$ cat src/rtl/display_scan_scheduler.sv
// display_scan_scheduler
// Time-multiplexes a bank of common-anode seven-segment digits through one
// shared segment decoder. Each digit slot is a BLANK gap (all anodes off)
// followed by a SHOW period with one anode driven low.
// Optional feature: define LEADING_ZERO_BLANK_EN to darken digits above digit 0
// whose value and all higher digit values are zero.

module display_scan_scheduler #(
    parameter int unsigned CLK_DIV      = 104166,
    parameter int unsigned BLANK_CYCLES = 1000,
    parameter int unsigned NUM_DIGITS   = 8,
    parameter int unsigned DIGIT_W      = 4
) (
    input  logic                          clk_in,
    input  logic                          reset,
    input  logic                          enable,
    input  logic [NUM_DIGITS-1:0]         digit_mask,
    input  logic [NUM_DIGITS*DIGIT_W-1:0] values,
    output logic [NUM_DIGITS-1:0]         anode,
    output logic [DIGIT_W-1:0]            seg_value,
    output logic [$clog2(NUM_DIGITS)-1:0] digit_idx,
    output logic                          frame_tick
);

    localparam int unsigned MAX_DWELL = (CLK_DIV > BLANK_CYCLES) ? CLK_DIV : BLANK_CYCLES;
    localparam int unsigned CNT_W     = $clog2(MAX_DWELL + 1);
    localparam int unsigned IDX_W     = $clog2(NUM_DIGITS);

    localparam logic [CNT_W-1:0]      BLANK_LAST = CNT_W'(BLANK_CYCLES - 1);
    localparam logic [CNT_W-1:0]      SHOW_LAST  = CNT_W'(CLK_DIV - 1);
    localparam logic [IDX_W-1:0]      IDX_LAST   = IDX_W'(NUM_DIGITS - 1);
    localparam logic [NUM_DIGITS-1:0] ANODE_OFF  = '1;

    typedef enum logic [1:0] {
        ST_IDLE,
        ST_BLANK,
        ST_SHOW
    } state_e;

    state_e                  state_q, state_d;
    logic [CNT_W-1:0]        cnt_q, cnt_d;
    logic [IDX_W-1:0]        idx_q, idx_d;
    logic [NUM_DIGITS-1:0]   anode_q, anode_d;
    logic [DIGIT_W-1:0]      seg_q, seg_d;
    logic                    tick_q, tick_d;
    logic [NUM_DIGITS-1:0]   visible;

    // Per-digit visibility decided at SHOW entry.
`ifdef LEADING_ZERO_BLANK_EN
    always_comb begin
        visible = digit_mask;
        for (int i = 1; i < int'(NUM_DIGITS); i++) begin
            // Shifting down leaves only slices i..NUM_DIGITS-1 to test for zero.
            if ((values >> (i * int'(DIGIT_W))) == '0) begin
                visible[i] = 1'b0;
            end
        end
    end
`else
    always_comb begin
        visible = digit_mask;
    end
`endif

    // Next-state and registered-output logic for the scan FSM.
    always_comb begin
        // NOTE: every signal gets a default first so no path leaves one unassigned and infers a latch.
        state_d = state_q;
        cnt_d   = cnt_q + 1'b1;
        idx_d   = idx_q;
        anode_d = anode_q;
        seg_d   = seg_q;
        tick_d  = 1'b0;

        if (!enable) begin
            // Going dark: seg_value intentionally keeps its last value.
            state_d = ST_IDLE;
            cnt_d   = '0;
            idx_d   = '0;
            anode_d = ANODE_OFF;
        end else begin
            unique case (state_q)
                ST_IDLE: begin
                    state_d = ST_BLANK;
                    cnt_d   = '0;
                    idx_d   = '0;
                    anode_d = ANODE_OFF;
                end
                ST_BLANK: begin
                    anode_d = ANODE_OFF;
                    if (cnt_q == BLANK_LAST) begin
                        state_d = ST_SHOW;
                        cnt_d   = '0;
                        seg_d   = values[int'(idx_q)*int'(DIGIT_W) +: DIGIT_W];
                        // A masked digit still consumes its slot; only the anode stays off.
                        anode_d = visible[idx_q] ? ~(NUM_DIGITS'(1) << idx_q) : ANODE_OFF;
                    end
                end
                ST_SHOW: begin
                    if (cnt_q == SHOW_LAST) begin
                        state_d = ST_BLANK;
                        cnt_d   = '0;
                        anode_d = ANODE_OFF;
                        tick_d  = (idx_q == IDX_LAST);
                        idx_d   = (idx_q == IDX_LAST) ? '0 : idx_q + 1'b1;
                    end
                end
                default: begin
                    state_d = ST_IDLE;
                    cnt_d   = '0;
                    idx_d   = '0;
                    anode_d = ANODE_OFF;
                end
            endcase
        end
    end

    // State and output registers; reset turns every anode off without a clock.
    always_ff @(posedge clk_in or negedge reset) begin
        if (!reset) begin
            state_q <= ST_IDLE;
            cnt_q   <= '0;
            idx_q   <= '0;
            anode_q <= ANODE_OFF;
            seg_q   <= '0;
            tick_q  <= 1'b0;
        end else begin
            // NOTE: non-blocking assignments so every register samples pre-edge values.
            state_q <= state_d;
            cnt_q   <= cnt_d;
            idx_q   <= idx_d;
            anode_q <= anode_d;
            seg_q   <= seg_d;
            tick_q  <= tick_d;
        end
    end

    assign anode      = anode_q;
    assign seg_value  = seg_q;
    assign digit_idx  = idx_q;
    assign frame_tick = tick_q;

endmodule

$ cat config.mk
export PLATFORM = sky130hd
export DESIGN_NAME = display_scan_scheduler
export DESIGN_NICKNAME = d
export VERILOG_FILES = /design/src/rtl/display_scan_scheduler.sv
export SDC_FILE = /design/constraint.sdc
export NUM_CORES = 1
export LEC_CHECK = 0
export BUFFER_PORTS_ARGS = -buffer_cell sky130_fd_sc_hd__buf_4
export CAP_MARGIN = 5
export CORE_ASPECT_RATIO = 1.4
export CORE_MARGIN = 2
export CORE_UTILIZATION = 52
export CTS_CLUSTER_SIZE = 10
export DETAILED_ROUTE_END_ITERATION = 8
export HOLD_SLACK_MARGIN = 0.08
export PLACE_DENSITY_LB_ADDON = 0.3
export SLEW_MARGIN = 5
export SYNTH_ARGS = -nofsm -noshare
export SYNTH_HDL_FRONTEND = slang
export SYNTH_SLANG_ARGS = --single-unit
$ cat constraint.sdc
create_clock -name clk_in -period 2.6 [get_ports clk_in]
set_input_delay 0 -clock clk_in [delete_from_list [all_inputs] [get_ports clk_in]]
set_output_delay 0 -clock clk_in [all_outputs]
set_load 0.01 [all_outputs]
Word level (Yosys, flattened, before mapping). Cells that the tools add are included.

Add/sub/neg operators: 2. Order comparisons: 1. Equality and inequality tests: 8. Shift-type cells: 2. Mux-type cells: 22. Bitwise logic cells: 1. Reduce and logical (&&, ||, !) cells: 4.

Operators with widths (count): 17-bit 2-to-1 mux (3); 17-bit case mux with 2 select lines (1); 8-bit 2-to-1 mux (4); 32-bit by 6-bit indexed part select with 4-bit output (1); 17-bit by 1-bit adder with 17-bit output, second input constant (1); 17-bit by 10-bit equality test with 1-bit output, second input constant (1); 17-bit equality test, second input constant (1); 8-bit case mux with 2 select lines (1); 3-bit 2-to-1 mux (3); 8-bit inverter (1); 1-bit by 3-bit left shift with 8-bit output, first input constant (1); 2-bit 2-to-1 mux (3); 3-bit != test, second input constant (2); 2-bit case mux with 3 select lines (1); 3-bit case mux with 2 select lines (1); 3-bit by 4-bit less-than comparator with 1-bit output, second input constant (1); 1-bit 2-to-1 mux (4); 2-bit AND reduction (2); 3-bit by 1-bit adder with 3-bit output, second input constant (1); 1-bit binary-select mux with 3-bit select (1); 3-bit equality test, second input constant (1); 3-bit AND reduction (1); 2-bit by 1-bit equality test with 1-bit output, second input constant (1); 2-bit equality test, second input constant (1); 2 further kinds (2).

Flip-flop bits (word level): 35. Bits of input ports: 43. Output and inout port bits: 16. Word-level logic and storage cells: 46.

Longest topological paths before layout.
Depth after elaboration: 6. Mapped depth: 8. Mapped depth without buffers: 7.

Worst setup path after synthesis. Ideal clock, no wire load.

Path type: register -> register. From: register cnt_q[13]. To: register state_q[0]. Setup time: 78 ps. Data arrival time: 2299 ps. Data required time: 2522 ps. Path slack: 223 ps. Stages on the path, launching flop included: 6. Buffers on the path: 0. Period minus slack after synthesis: 2377 ps. Cell sequence: dfrtp_1 or4_1 or4_4 o21a_4 or4_1 a21boi_1.

Longest elaborated chain between the ends: 3. Elaborated cells on any way between the ends: 5. Those cells by class: eq/ne (4); reduce/logical (1).

Ends and longest elaborated chain: start: declaration (RTL line 41) `logic [CNT_W-1:0] cnt_q, cnt_d;`; start signal: assignment (RTL line 130) `cnt_q <= cnt_d;`; 17-bit equality test or 17-bit by 10-bit equality test with 1-bit output (tied branches) (RTL line 100, 91); 3-bit != test (no source line); 2-bit AND reduction (no source line) (*); end signal: assignment (RTL line 129) `state_q <= state_d;`; end: declaration (RTL line 40) `state_e state_q, state_d;`.

Mark *: on every way between the ends. The rest lies on a longest branch, timed or not. A chain may end at the register's enable or synchronous reset.

Final worst setup path. Same ends and word-level chain as after synthesis.

==> impl_metrics.toml <==
[sta]
timing.final.crit_share_pct = 95.4
rsz0062_at_grt = "no"
skew_ns = 0.00683
fin_crit_ns = 2.48
slew_violations = 0
tightest_slew_ns = 0.600
max_slew_margin_pct = 60.0
setup_violations = 0
tns_ns = 0
finalHoldViolations = 0
max_freq_mhz = 403

[setup_path]
cp.required_ns = 2.82
cp.arrival_ns = 2.70
ff2ff_path_depth = 5
path_class = "flip-flop to flip-flop"
worstPathCellList = "or4_1 -> or4_4 -> o21a_4 -> or4_1 -> a21boi_1"
cp-start-kind = "flip-flop"
crit_start = "cnt_q[13]"
slowest_stage = "or4_1"
worst_setup_path_end_kind = "flip-flop"
critPathMostFrequentCell = "or4_1"
r2r-start = "cnt_q[13]"
cpPeakStageDelay_ns = 0.57
worstPathMaxFanout = 5

[synthesis]
syn_avg_cell_area_sq_um = 10.6
ys_seq_elements = 35
yosys_most_used_dff = "dfrtp_1"
synth_edf_count = 0
yosys-top-cells-area = "dfrtp_1 33%, mux4_2 11%, dfstp_2 10%"
yosysSeqAreaShare_pct = 42.8
syn_nets = 251
synth_most_common_cell = "nor2_1"
syn_area_sq_um = 2070
ys_async_sr_fraction_pct = 100
yosysTopAreaCell = "dfrtp_1"
ys_top_cells_by_count = "35 x nor2_1, 27 x dfrtp_1, 12 x ha_1"
ys_types = 38
ys.warnings.count = 0
synth_cells = 196
synth_top_area_share_pct = 32.7

[routing]
drc = 0
antenna_left = 0
drt_iter0_drc = 47
vias_per_cell = 5.68
wirelength_um = 4560
routedWlPerCell_um = 15.0
num_vias = 1720
dr.pass1.iters = 4

[grt]
grt_pass1_vias = 1723
antenna_found_initial = 0
grt_use_total_pct = 21.7
grt_max_degree = 36
grt_overflow = 0
grt_pass1_wl_um = 7560

[floorplanning]
start_util_pct = 53.2
ioPinCount = 59
die_x_um = 57.3
rows = 27
core_sq_um = 3880
dieArea_sq_um = 4500
die_height_um = 78.6

[layout]
drive_gt1_share_pct = 35.4
fin_util_pct = 68.4
diodes = 0
nets = 314
fillers = 298
areaGrowthSynthToFinish_pct = 28.6

[place]
dp_hpwl_um = 3490
gp_congestion = 0.860
port_buffers = 58

[clocking]
cts_root_buf = "clkbuf_8"
cts.sinks = 35
clk_latency_ns = 0.29
cts.clk_slew.worst_paths_ns = 0.07
cts_tree = "done"
cts_buffers = 5
h-tree-depth = 2
clock_path_buffers = 2

[power_and_ir_drop]
powerDensity_nw_per_um2 = 387
p_leak_uw = 0.00119
ir_drop_uv = 403

[outcome]
status = "finished clean"

[hold_path]
min_path_type = "input pin to asynchronous set/reset pin"

[run]
drv_cap = 0
-- flip-flops by register name (all words and copies together), names as in the netlist --
| register | count |
|---|---|
| seg_value | 4 |
| state_q | 2 |
| anode | 8 |
| cnt_q | 17 |
| frame_tick | 1 |
| digit_idx | 3 |
-- final timing paths --
path | to | slack (ns)
worst max register to register | state_q[0] | 0.12
worst min-delay path | cnt_q[7] | 0.20
worst max-delay path | state_q[0] | 0.12
min in group clk_in | seg_value[1] | 0.23
worst min register to register | cnt_q[0] | 0.50
max in group asynchronous | anode[7] | 2.05
-- power breakdown --
part           leakage, uW  switching, uW  internal (uW)  total, uW
Combinational     0.000678           37.0           62.2       99.2
Sequential        0.000460           3.29            548        551
Clock            0.0000477            196            183        379
Total              0.00119            236            793       1030
-- cell usage in the layout, fill, tap and decap left out, types with 4 or more instances in the layout --
| cell | synthesis | routed |
|---|---|---|
| a21oi_1 | 10 | 10 |
| and2_1 | 6 | 6 |
| buf_4 | 0 | 62 |
| clkbuf_8 | 0 | 5 |
| dfrtp_1 | 27 | 27 |
| dfstp_2 | 8 | 8 |
| ha_1 | 12 | 12 |
| inv_1 | 8 | 8 |
| mux2i_1 | 4 | 4 |
| mux4_2 | 10 | 10 |
| nand2_1 | 8 | 8 |
| nand3_1 | 4 | 4 |
| nand4_1 | 8 | 8 |
| nor2_1 | 35 | 35 |
| xnor2_1 | 7 | 7 |
| xor2_1 | 8 | 8 |
-- per-layer routing --
metal / wire length, um / vias up / global-route usage, %
met5: 0 / - / 0
met4: 105 / 0 / 8.84
met3: 266 / 10 / 5.27
met2: 2500 / 52 / 40.0
met1: 1690 / 835 / 23.1
li1: - / 823 / -
-- through the flow --
step	instance area (sq um)	instances	power (uW)	hold slack, ns	setup slack [ns]
floorplan	2070	196	593	-0.296	0.223
global placement	2550	293	657	-0.0255	0.174
detailed placement	2550	293	660	-0.0246	0.139
CTS	2660	303	1040	0.206	0.122
global route	2660	303	1070	0.239	0.0116
finish	2660	303	1030	0.198	0.119
-- worst max-delay path: cells and delay by family, from the launching register on --
kind / cells / cell delay (ns)
AOI/OAI and AO/OA: 2 / 0.38
DFF: 1 / 0.43
and+or+nand+nor: 3 / 1.61
-- area by class of cell --
class / count / area [sq um] / share of cell area (%)
Clock inverter: 3 / 15.0 / 0.565
Tap cell: 43 / 53.8 / 2.02
Timing Repair Buffer: 64 / 485 / 18.3
Sequential cell: 35 / 886 / 33.3
Clock buffer: 5 / 68.8 / 2.59
Multi-Input combinational cell: 144 / 1120 / 42.0
Inverter: 9 / 33.8 / 1.27
-- what timing repair did --
item | CTS | global route
setup buffers | 0 | 0
hold endpoints to repair | 37 | 0
hold buffers | 2 | 0
gates resized for setup | 0 | 0
-- kinds of logic after synthesis --
| logic type | after synthesis | share of synthesized area, % |
|---|---|---|
| flip-flops | 35 | 42.8 |
| adder cells (fa/ha/maj) | 12 | 7.26 |
| AND/OR/NAND/NOR | 80 | 20.1 |
| AO/OA/AOI/OAI | 23 | 7.44 |
| buffers and inverters | 17 | 3.21 |
| multiplexers | 14 | 12.8 |
| XOR/XNOR | 15 | 6.35 |
Note: power is estimated with default switching activity, not from simulation.
